<file path="src/rtl/logica_cond_pipe.sv">
// Conditional-execution unit: NZCV flag register, condition evaluation,
// write-enable gating, optional E-stage register and squash counter.
module logica_cond_pipe #(
  parameter int PIPELINED = 1,
  parameter int CNT_W     = 16
) (
  input  logic             clk,
  input  logic             rst_n,
  input  logic             in_valid,
  input  logic [3:0]       cond,
  input  logic             pcs,
  input  logic             reg_w,
  input  logic             mem_w,
  input  logic [1:0]       flag_w,
  input  logic [3:0]       ALU_flags,
  input  logic             stall,
  input  logic             flush,
  output logic             PC_src,
  output logic             reg_write,
  output logic             mem_write,
  output logic             cond_ex,
  output logic [3:0]       flags,
  output logic [CNT_W-1:0] squash_cnt
);

  typedef struct packed {
    logic       valid;
    logic [3:0] cond;
    logic       pcs;
    logic       reg_w;
    logic       mem_w;
    logic [1:0] flag_w;
  } ex_t;

  ex_t  dec_s;
  ex_t  ex_s;
  logic pass;
  logic commit;
  logic n, z, c, v;

  assign {n, z, c, v} = flags;

  always_comb begin
    dec_s        = '0;
    dec_s.valid  = in_valid & ~flush;
    dec_s.cond   = cond;
    dec_s.pcs    = pcs;
    dec_s.reg_w  = reg_w;
    dec_s.mem_w  = mem_w;
    dec_s.flag_w = flag_w;
  end

  generate
    if (PIPELINED != 0) begin : g_pipe
      // flush beats stall: a frozen instruction can still be killed
      always_ff @(posedge clk or negedge rst_n) begin
        if (!rst_n) begin
          ex_s <= '0;
        end else if (!stall) begin
          ex_s <= dec_s;
        end else if (flush) begin
          ex_s.valid <= 1'b0;
        end
      end
    end else begin : g_comb
      // reset also masks the combinational path so outputs drop at once
      always_comb begin
        ex_s       = dec_s;
        ex_s.valid = dec_s.valid & rst_n;
      end
    end
  endgenerate

  always_comb begin
    pass = 1'b1;
    case (ex_s.cond)
      4'b0000: pass = z;
      4'b0001: pass = ~z;
      4'b0010: pass = c;
      4'b0011: pass = ~c;
      4'b0100: pass = n;
      4'b0101: pass = ~n;
      4'b0110: pass = v;
      4'b0111: pass = ~v;
      4'b1000: pass = c & ~z;
      4'b1001: pass = ~c | z;
      4'b1010: pass = (n == v);
      4'b1011: pass = (n != v);
      4'b1100: pass = ~z & (n == v);
      4'b1101: pass = z | (n != v);
      default: pass = 1'b1;
    endcase
  end

  assign cond_ex   = ex_s.valid & pass;
  assign commit    = ex_s.valid & ~stall & ~flush;
  assign PC_src    = commit & cond_ex & ex_s.pcs;
  assign reg_write = commit & cond_ex & ex_s.reg_w;
  assign mem_write = commit & cond_ex & ex_s.mem_w;

  always_ff @(posedge clk or negedge rst_n) begin
    if (!rst_n) begin
      flags <= 4'b0000;
    end else if (commit && cond_ex) begin
      if (ex_s.flag_w[1]) flags[3:2] <= ALU_flags[3:2];
      if (ex_s.flag_w[0]) flags[1:0] <= ALU_flags[1:0];
    end
  end

  always_ff @(posedge clk or negedge rst_n) begin
    if (!rst_n) begin
      squash_cnt <= '0;
    end else if (commit && !cond_ex && squash_cnt != '1) begin
      squash_cnt <= squash_cnt + {{(CNT_W-1){1'b0}}, 1'b1};
    end
  end

endmodule

</file>
<file path="config.mk">
export PLATFORM = sky130hd
export DESIGN_NAME = logica_cond_pipe
export DESIGN_NICKNAME = d
export VERILOG_FILES = /design/src/rtl/logica_cond_pipe.sv
export SDC_FILE = /design/constraint.sdc
export NUM_CORES = 1
export LEC_CHECK = 0
export CORE_MARGIN = 4
export CORE_UTILIZATION = 54
export CTS_BUF_LIST = sky130_fd_sc_hd__clkbuf_8
export CTS_CLUSTER_DIAMETER = 100
export DETAILED_ROUTE_END_ITERATION = 10
export GPL_TIMING_DRIVEN = 0
export PLACE_DENSITY = 0.88
export REMOVE_ABC_BUFFERS = 1
export SYNTH_ARGS = -nofsm -noshare
export SYNTH_HDL_FRONTEND = slang
export SYNTH_SLANG_ARGS = --single-unit
</file>
<file path="constraint.sdc">
create_clock -name clk -period 4.5 [get_ports clk]
set_clock_uncertainty 0.1 [all_clocks]
set_input_delay 0.9 -clock clk [delete_from_list [all_inputs] [get_ports clk]]
set_output_delay 0.9 -clock clk [all_outputs]
set_load 0.05 [all_outputs]
</file>
==> parameters.txt <==
Parameter                              Value

Run status
  Result of the run ... finished clean

Global route
  GRT Overall Usage ... 19.3%
  Remaining global-route overflow ... 0
  Pin count of the biggest net entering global routing ... 31
  First-pass GRT wire length ... 6.02 mm
  Number of global-route vias before repair ... 1295
  Antenna violations before repair ... 0

Setup path
  Critical path, cell by cell ... clkdlybuf4s50_1, nor2_1, and2_1, and3_2, clkdlybuf4s50_1
  Required time at the worst-slack endpoint ... 3.50 ns
  Buffers & Inverters on Critical Path ... 2
  Critical Path Max Stage Delay ... 0.80 ns
  Critical-path top delay cell ... clkdlybuf4s50_1
  Category of the most critical setup path ... primary input to output port
  Cell occurring most often along the worst timing path ... clkdlybuf4s50_1
  Worst Setup Start Kind ... primary input
  Endpoint arrival time on the critical path ... 3.30 ns
  Critical Path Sink Type ... output port
  Category of cells accounting for the largest share of critical-path delay ... buffers and inverters
  Largest fanout of any net on the critical path ... 12

Routing
  Final routed wirelength across all metal layers ... 3.47 mm
  Via density per instance ... 5.90
  Vias after detailed routing ... 1281
  Number of optimization iterations in the first detailed-route pass ... 4
  Number of DRC violations after detailed-routing iteration 0 ... 107
  Mean routed wirelength per cell ... 16.0 microns
  DRC violation count after routing ... 0
  DRT antenna net count ... 0

Layout
  Number of nets in the layout ... 205
  Layout filler cell count ... 196
  Leading cell types in the layout, fill and taps excluded ... 40 x clkdlybuf4s50_1, 30 x dfrtp_1, 15 x mux2_2, 11 x nand2_1, 11 x xor2_1
  Most common library cell in the layout ignoring fill and taps ... clkdlybuf4s50_1
  Count of antenna diodes in the layout ... 0
  Fraction of final layout cells with drive strength greater than 1 ... 16.1%
  Post-route design area ... 0.00207 sq mm
  Layout Area Growth over Synthesis ... 30.3%

Place
  Number of port buffers ... 41
  Placement-stage worst setup slack ... 0.232 ns
  DP Area ... 0.00200 sq mm
  GP Congestion ... 0.900
  HPWL Detailed ... 2.55 mm

Floorplanning
  Area inside the core boundary ... 0.00278 sq mm
  Num rows ... 19
  Initial core utilization ... 57.2%
  Die Span Y ... 62.3 microns
  Count of pins on the block boundary ... 42
  Area enclosed by the die boundary ... 0.00388 sq mm
  Die span in x ... 62.3 microns

Synthesis
  Primary FF master, synth ... dfrtp_1
  Synth warn ... 0
  Post-synth top area cell ... dfrtp_1
  Seq cells post-synth ... 30
  Proportion of synthesized chip area in sequential cells ... 47.2%
  Portion of synthesized cell area occupied by the leading cell type ... 47.2%
  Area of the mapped netlist ... 0.00159 sq mm
  Avg Inst Size Synth ... 11.1 sq um
  Share of async-settable or async-resettable flops after synthesis ... 100%
  Number of flops mapped to enable cells by yosys ... 0
  Number of distinct standard cells referenced by the synthesized netlist ... 39
  Gate Count Post-Synth ... 143
  Top cells by area, synth ... dfrtp_1 47%, mux2_2 11%, xor2_1 6.1%

Worst hold path
  Path class of the lowest-slack min-delay path ... flip-flop to flip-flop

STA
  Highest attainable clock frequency ... 233 MHz
  Number of pins with negative max-slew slack in the final report ... 0
  Post-route fraction of the period consumed by the critical path ... 95.5%
  Final critical-path required period ... 4.30 ns
  Final TNS setup ... 0 ns
  Rel. slew slack ... 46.5%
  Number of failing setup endpoints in the final timing report ... 0
  Worst-Margin Slew ... 0.801 ns
  Fin worst setup slack ... 0.202 ns
  Unrepaired setup endpoints after global routing ... no
  Final count of hold timing violations ... 0

Power
  Pwr Total ... 785 uW
  PD cells ... 379 mW/mm^2
  Leakage power summed over all cells ... 0.927 nW
  Peak VDD IR ... 0.378 mV

Clock tree
  Max H-tree Level ... 2
  Post-CTS Setup Repair Bufs ... 0
  Number of clock buffers inserted by TritonCTS ... 5
  Number of hold buffers added after CTS ... 0
  Sinks on the clock net ... 30
  Root buf cell ... clkbuf_8
  CTS max path bufs ... 2
  Post-CTS Resized ... 0
  Clock transition at path regs ... 0.06 ns
  Worst-Skew Late Latency ... 0.27 ns
  Clock tree from TritonCTS ... done

Run
  Number of maximum-capacitance constraint violations ... 0
==> per-stage QoR <==
step / util, % / cells / hold slack (ns)
2_1_floorplan: - / 138 / 0.370
3_3_place_gp: 72.0 / 210 / 0.376
3_5_place_dp: 72.0 / 210 / 0.380
4_1_cts: 74.7 / 217 / 0.392
5_1_grt: 74.5 / 217 / 0.417
6_report: 74.5 / 217 / 0.390
==> final timing paths <==
| path | startpoint | to | slack [ns] | depth (start not counted) |
|---|---|---|---|---|
| min in group asynchronous | rst_n | squash_cnt[1]$_DFFE_PN0P_ | 0.55 | 1 |
| setup / recovery | stall | reg_write | 0.20 | 5 |
| setup reg to reg | ex_s[8]$_DFFE_PN0N_ | flags[1]$_DFFE_PN0P_ | 2.06 | 6 |
| hold reg to reg | squash_cnt[9]$_DFFE_PN0P_ | squash_cnt[9]$_DFFE_PN0P_ | 0.39 | 1 |
| hold / removal | squash_cnt[9]$_DFFE_PN0P_ | squash_cnt[9]$_DFFE_PN0P_ | 0.39 | 1 |
| max in group asynchronous | rst_n | squash_cnt[4]$_DFFE_PN0P_ | 3.33 | 1 |
==> sequential cells by signal, summed over array words and instances, names as in the netlist <==
| name | flops |
|---|---|
| squash_cnt | 16 |
| ex_s | 10 |
| flags | 4 |
==> cell type report <==
class / instances / area [sq um] / area share (%)
sequential: 30 / 751 / 36.2
clock inverter: 2 / 7.51 / 0.362
tap: 31 / 38.8 / 1.87
multi-input combinational: 105 / 791 / 38.1
inverter: 3 / 11.3 / 0.543
clock buffer: 5 / 68.8 / 3.32
timing repair buffer: 41 / 405 / 19.6
==> where the power goes <==
group | total [mW] | switching, mW | internal, mW | leakage [nW]
logic | 0.255 | 0.148 | 0.107 | 0.494
registers | 0.340 | 0.0412 | 0.299 | 0.387
clock network | 0.190 | 0.0887 | 0.101 | 0.0466
==> worst reg2reg max path, delay by kind of cell (launching register included) <==
kind	cells	cell delay (ns)
AOI/OAI and AO/OA	2	0.81
xor gates and xnor gates	1	0.12
DFF	1	0.47
muxes	1	0.34
and+or+nand+nor	2	0.50
==> cells in the mapped netlist (all sizes together), types with 2 or more instances <==
cell type / count
xor2: 11
nor4: 5
nor2: 8
xnor2: 6
inv: 3
or3: 4
nor3b: 2
nand3: 8
clkbuf: 2
nor3: 6
and3: 4
buf: 3
nand4: 4
dfrtp: 30
nand2: 11
and4: 2
mux2: 16
and2: 2
a21oi: 2
mux2i: 2
==> layer usage <==
metal,GRT usage [%],wire (microns),vias up
met4,7.43,51,0
met3,7.21,194,8
met1,21.6,1390,632
met2,33.0,1830,42
met5,0,0,-
li1,-,-,599
==> cell families after synthesis <==
group,count (synthesis),share of synthesized area (%)
and+or+nand+nor,61,21.5
xor gates and xnor gates,17,9.36
buffers and inverters,8,3.14
muxes,18,12.8
DFF,30,47.2
adders and majority gates,1,0.786
AOI/OAI and AO/OA,8,5.19
Note: power is estimated with default switching activity, not from simulation.
